### src/rtl/pow_frame_acc_if.sv
// Handshake bundle between the pow8 sample stream (64-bit in) and the 32-bit bus side.
// The slave modport is the accumulator's view; master is the view of whatever drives it.
interface pow_frame_acc_if;
    logic        s_valid;
    logic        s_ready;
    logic [63:0] s_data;
    logic        m_valid;
    logic        m_ready;
    logic [31:0] m_data;
    logic        m_last;
    logic        m_sat;

    modport master (
        output s_valid, s_data, m_ready,
        input  s_ready, m_valid, m_data, m_last, m_sat
    );

    modport slave (
        input  s_valid, s_data, m_ready,
        output s_ready, m_valid, m_data, m_last, m_sat
    );
endinterface

### src/rtl/pow_frame_acc.sv
// Sums FRAME_LEN unsigned 64-bit samples into a saturating total and emits it as
// two 32-bit beats (low word, then high word with m_last). Input is stalled while sending.
module pow_frame_acc #(
    parameter int unsigned FRAME_LEN = 4,
    parameter int unsigned CNT_W     = 16
) (
    input  logic          clk,
    input  logic          rstn,
    pow_frame_acc_if.slave bus
);

    typedef enum logic [1:0] {
        ACC     = 2'd0,
        SEND_LO = 2'd1,
        SEND_HI = 2'd2
    } state_t;

    localparam logic [CNT_W-1:0] LAST_CNT = CNT_W'(FRAME_LEN - 1);

    state_t            state_q, state_d;
    logic [CNT_W-1:0]  cnt_q, cnt_d;
    logic [63:0]       acc_q, acc_d;
    logic              sat_q, sat_d;
    logic              s_hs;
    logic [64:0]       sum;

    assign s_hs = bus.s_valid && (state_q == ACC);
    assign sum  = {1'b0, acc_q} + {1'b0, bus.s_data};

    always_ff @(posedge clk or negedge rstn) begin
        if (!rstn) begin
            state_q <= ACC;
            cnt_q   <= '0;
            acc_q   <= '0;
            sat_q   <= 1'b0;
        end else begin
            state_q <= state_d;
            cnt_q   <= cnt_d;
            acc_q   <= acc_d;
            sat_q   <= sat_d;
        end
    end

    always_comb begin
        state_d = state_q;
        case (state_q)
            ACC:     if (s_hs && (cnt_q == LAST_CNT)) state_d = SEND_LO;
            SEND_LO: if (bus.m_ready) state_d = SEND_HI;
            SEND_HI: if (bus.m_ready) state_d = ACC;
            default: state_d = ACC;
        endcase
    end

    // The first sample of a frame overwrites the total, which also clears sat.
    always_comb begin
        cnt_d = cnt_q;
        acc_d = acc_q;
        sat_d = sat_q;
        if (s_hs) begin
            if (cnt_q == '0) begin
                acc_d = bus.s_data;
                sat_d = 1'b0;
            end else begin
                acc_d = sum[64] ? 64'hFFFF_FFFF_FFFF_FFFF : sum[63:0];
                sat_d = sat_q | sum[64];
            end
            if (cnt_q == LAST_CNT) begin
                cnt_d = '0;
            end else begin
                cnt_d = cnt_q + CNT_W'(1);
            end
        end
    end

    always_comb begin
        bus.s_ready = (state_q == ACC);
        bus.m_valid = 1'b0;
        bus.m_data  = '0;
        bus.m_last  = 1'b0;
        bus.m_sat   = 1'b0;
        case (state_q)
            SEND_LO: begin
                bus.m_valid = 1'b1;
                bus.m_data  = acc_q[31:0];
                bus.m_sat   = sat_q;
            end
            SEND_HI: begin
                bus.m_valid = 1'b1;
                bus.m_data  = acc_q[63:32];
                bus.m_last  = 1'b1;
                bus.m_sat   = sat_q;
            end
            default: ;
        endcase
    end

endmodule

### src/flat_wrapper.sv
// flat-port wrapper written by rule: the top's interface ports become plain ports
module pow_frame_acc_flat 
#(
    parameter int unsigned FRAME_LEN = 4,
    parameter int unsigned CNT_W     = 16
)
  (clk, rstn, bus_s_valid, bus_s_data, bus_m_ready, bus_s_ready, bus_m_valid, bus_m_data, bus_m_last, bus_m_sat);
  pow_frame_acc_if bus_i ();
  input  logic clk;
  input  logic rstn;
  input wire logic [$bits(bus_i.s_valid)-1:0] bus_s_valid;
  input wire logic [$bits(bus_i.s_data)-1:0] bus_s_data;
  input wire logic [$bits(bus_i.m_ready)-1:0] bus_m_ready;
  output wire logic [$bits(bus_i.s_ready)-1:0] bus_s_ready;
  output wire logic [$bits(bus_i.m_valid)-1:0] bus_m_valid;
  output wire logic [$bits(bus_i.m_data)-1:0] bus_m_data;
  output wire logic [$bits(bus_i.m_last)-1:0] bus_m_last;
  output wire logic [$bits(bus_i.m_sat)-1:0] bus_m_sat;
  assign bus_i.s_valid = bus_s_valid;
  assign bus_i.s_data = bus_s_data;
  assign bus_i.m_ready = bus_m_ready;
  assign bus_s_ready = bus_i.s_ready;
  assign bus_m_valid = bus_i.m_valid;
  assign bus_m_data = bus_i.m_data;
  assign bus_m_last = bus_i.m_last;
  assign bus_m_sat = bus_i.m_sat;
  pow_frame_acc #(.FRAME_LEN(FRAME_LEN), .CNT_W(CNT_W)) u_core (.clk(clk), .rstn(rstn), .bus(bus_i));
endmodule
### config.mk
export PLATFORM = sky130hd
export DESIGN_NAME = pow_frame_acc_flat
export DESIGN_NICKNAME = d
export VERILOG_FILES = /design/src/rtl/pow_frame_acc_if.sv /design/src/rtl/pow_frame_acc.sv /design/src/flat_wrapper.sv
export SDC_FILE = /design/constraint.sdc
export NUM_CORES = 1
export LEC_CHECK = 0
export CAP_MARGIN = 0
export CORE_MARGIN = 1.5
export CORE_UTILIZATION = 52
export DETAILED_ROUTE_END_ITERATION = 8
export GPL_TIMING_DRIVEN = 1
export PLACE_DENSITY_LB_ADDON = 0.05
export SLEW_MARGIN = 20
export SYNTH_ARGS = -nofsm -noshare
export SYNTH_HDL_FRONTEND = slang
export SYNTH_SLANG_ARGS = --single-unit
### constraint.sdc
create_clock -name clk -period 2.95 [get_ports clk]
set_input_delay 0.295 -clock clk [delete_from_list [all_inputs] [get_ports clk]]
set_output_delay 0.295 -clock clk [all_outputs]
set_load 0.01 [all_outputs]
==> results of run 1 <==
kinds of logic (layout without fill, tap and decap cells):
logic type,Yosys count,after routing
compound gates,377,377
xor+xnor,74,74
fa+ha+maj,71,71
buf+inv,79,395
flops,83,83
mux,1,1
simple gates,295,295
cell usage in the layout (no fill, tap or decap), types with 35 or more instances in the layout:
master and instances:
a21o_1 43, xnor2_1 35, o22ai_1 43, nor2_1 36
clkdlybuf4s50_1 96, a21oi_1 55, nand2_1 106, o21ai_1 46
dfrtp_1 83, o21ai_0 50, buf_4 256, nor2b_1 35
xor2_1 39, ha_1 53
layout make-up:
class / instances / area [µm²]
repair buffers: 367 / 3083
multi-input cells: 818 / 5908
inverters: 12 / 45.04
well taps: 184 / 230.2
clock inverters: 7 / 65.06
fillers: 1076 / 3065
clock buffers: 9 / 225.2
flip-flops and latches: 83 / 2077
power by group through the flow:
| stage | clock, W | combinational [W] | sequential, W |
|---|---|---|---|
| global placement | 0 | 0.00919 | 0.00197 |
| global route | 0.00122 | 0.0112 | 0.00207 |
| detailed placement | 0 | 0.00931 | 0.00199 |
| finish | 0.00118 | 0.0103 | 0.00203 |
| floorplan | 0 | 0.00548 | 0.00191 |
| CTS | 0.00119 | 0.00975 | 0.00200 |
sequential cells by signal, summed over array words and instances (netlist names):
name	count
u_core.cnt_q	16
u_core.state_q	2
u_core.sat_q	1
u_core.acc_q	64
what timing repair did:
action	in CTS	in global routing
endpoints found under the setup margin	65	65
gates resized for setup	59	36
pin swaps	27	21
cloned	0	2
buffers inserted	8	3
hold buffers	1	0
endpoints found under the hold margin	41	0
routing by layer:
metal	vias up	wire, µm	global-route usage (%)
met3	46	1727	3.441
met1	4231	11870	44.99
li1	4264	-	-
met4	2	636	10.68
met2	293	12440	54.56
met5	-	12	0
worst max-delay path by stage:
stage | depth (start not counted) | to | startpoint | slack, ps
floorplan | 15 | u_core.acc_q[34]$_DFFE_PN0P_ | u_core.acc_q[0]$_DFFE_PN0P_ | 20
global placement | 15 | u_core.acc_q[41]$_DFFE_PN0P_ | bus_s_data[7] | -650
detailed placement | 15 | u_core.acc_q[31]$_DFFE_PN0P_ | bus_s_data[0] | -650
CTS | 15 | u_core.acc_q[48]$_DFFE_PN0P_ | u_core.acc_q[0]$_DFFE_PN0P_ | -70
global route | 14 | u_core.acc_q[56]$_DFFE_PN0P_ | u_core.acc_q[0]$_DFFE_PN0P_ | -250
finish | 14 | u_core.acc_q[56]$_DFFE_PN0P_ | bus_s_data[9] | -160
per-stage QoR:
stage                     total power (W)  setup TNS [ps]  cells  hold WS, ps
final                             0.01349           -2565   1480        368.9
after global routing              0.01448          -12800   1480        412.3
after detailed placement          0.01130          -39140   1451        358.7
after CTS                         0.01294          -285.8   1476        389.3
after global placement            0.01115          -39570   1451        357.4
after floorplan                  0.007383               0    980      -0.5911
worst max-delay path, stage by stage:
cell and delay (ps):
clkdlybuf4s50_1 440, ha_1 310, buf_4 140, a21oi_1 80, o21ai_2 190, a31oi_4 130
o211ai_1 290, a21oi_2 100, o211ai_1 310, a21boi_1 150, o41ai_2 400, a311oi_2 200
xor2_1 230, a21oi_2 80
==> flow_summary_export.csv, run 1 <==
group,metric,value,unit
logic_synthesis,synth_top_area_share,26.29,%
cts,cts_max_level,3,
placement,port_buffers,103,
hold_path,hold_end,"u_core.acc_q[13]$_DFFE_PN0P_",
die,die_w,126.2,µm
die,row_count,44,
timing,worstMarginPinSlew,674.4,ps
logic_synthesis,synth_top_family_by_area,"compound AO/OA/AOI/OAI gates",
cts,clock_sinks,83,
critical_path,worstReg2RegStart,"u_core.acc_q[9]$_DFFE_PN0P_",
logic_synthesis,netlist_top_cells_count,"109 x nand2_1, 83 x dfrtp_1, 77 x a21oi_1",
routing,ant_nets,0,
placement,gp_congestion,0.9674,
finish,final_nets,1430,
cts,worstSkewPairLatency,360,ps
critical_path,r2r_cells,13,
placement,place_area,10750,µm²
logic_synthesis,synth_compound_area_share,30.32,%
logic_synthesis,yosys_register_bits,83,
pwr,p_seq_share,15.1,%
die,initial_core_util,53.74,%
logic_synthesis,synth_area_leaders,"dfrtp_1 26%, ha_1 11%, nand2_1 5.2%, a21oi_1 4.9%, xor2_1 4.3%",
finish,fin_area,11630,µm²
timing,max_freq,322.0,MHz
logic_synthesis,yosysWarnings,0,
timing,setup_ws,-155.8,ps
logic_synthesis,syn_inst,980,
status,status,"complete, but fails checks",
global_routing,grt_max_degree,61,
logic_synthesis,synth_fa_ha_area_share,11.34,%
global_routing,grt_usage,32.85,%
pwr,p_int,0.007309,W
pwr,power.density,1160,nW/µm²
logic_synthesis,synth_cell_types,67,
status,violations,"setup timing",
die,ios,104,
cts,cts.clk_slew.worst_paths,80,ps
cts,clk_path_buf_depth,2,
finish,area_growth,47.28,%
routing,vias_per_cell,5.970,
critical_path,worstPathRequired,3200,ps
timing,grt_setup_unrepaired,"true",
timing,relSlewSlack,55.04,%
logic_synthesis,syn-cell-area,7899,µm²
die,die_area,15940,µm²
timing,fin_crit,3106,ps
critical_path,endpoint_kind,"flop",
die,core,14700,µm²
global_routing,grt_pass1_vias,8530,
hold_path,worstHoldPathType,"in -> reg",
critical_path,worstSetupPathType,"in -> reg",
finish,insertedDiodeCount,0,
routing,drt_pre_antenna_iters,5,
timing,fin_skew,10.70,ps
global_routing,grt_overflow_total,0,
pwr,p_comb_share,76.2,%
critical_path,ff2ff_setup_slack,-140,ps
critical_path,crit_arrival,3350,ps
run,max-cap-violations,0,
logic_synthesis,synth_edf_count,0,
logic_synthesis,synthSimpleGateAreaFrac,18.79,%
pwr,power_switching,0.006185,W
timing,slew_viol_final,0,
logic_synthesis,synthArstFlopShare,100.0,%
cts,clockRootBuffer,"clkbuf_16",
timing,setup_violations,63,
routing,drtIter0Drc,763,
pwr,power_frac_clock,8.8,%
routing,via_count,8836,
routing,avgRoutedWirePerCell,18.03,µm
global_routing,antenna_found_initial,1,
routing,routed_wl,26.69,mm
critical_path,r2r-end,"u_core.acc_q[56]$_DFFE_PN0P_",
cts,cts_buffers,9,
critical_path,crit_fanout,5,
timing,period_share,105.3,%
placement,dp_slack,-645.4,ps
routing,drcViolationCount,0,
logic_synthesis,yosysSeqAreaShare,26.29,%
logic_synthesis,synthesis.nets,1119,
cts,cts_tree,"yes",
logic_synthesis,muxShareOfSynthArea,0.1426,%
finish,drive_gt1_share,28.78,%
logic_synthesis,ys.flop_type,"dfrtp_1",
timing,hold_viol,0,
finish,postLayoutCoreUtil,79.15,%
logic_synthesis,synth_top_area_cell,"dfrtp_1",
critical_path,start_kind,"primary input",
global_routing,grt_pass1_wl,42.04,mm
logic_synthesis,synth_xor_area_share,8.205,%
pwr,ir_drop,620.9,µV
pwr,power.leakage,5.128,nW
logic_synthesis,synth.most_common_cell,"nand2_1",
pwr,swShare,45.84,%
logic_synthesis,avgSynthCellArea,8.060,µm²
placement,hpwl,19.67,mm
hold_path,whs_path_depth,3,
die,fp.dieH,126.2,µm
hold_path,hold_start,"bus_s_data[13]",
(Power assumes the default switching activity.)
==> run 2, diff against run 1 <==
- CAP_MARGIN: 0 -> 10
- CTS_CLUSTER_DIAMETER: unset -> 120
- SLEW_MARGIN: 20 -> 30
==> results of run 2 <==
Final layout, timing and power as in run 1 (identical DEF).
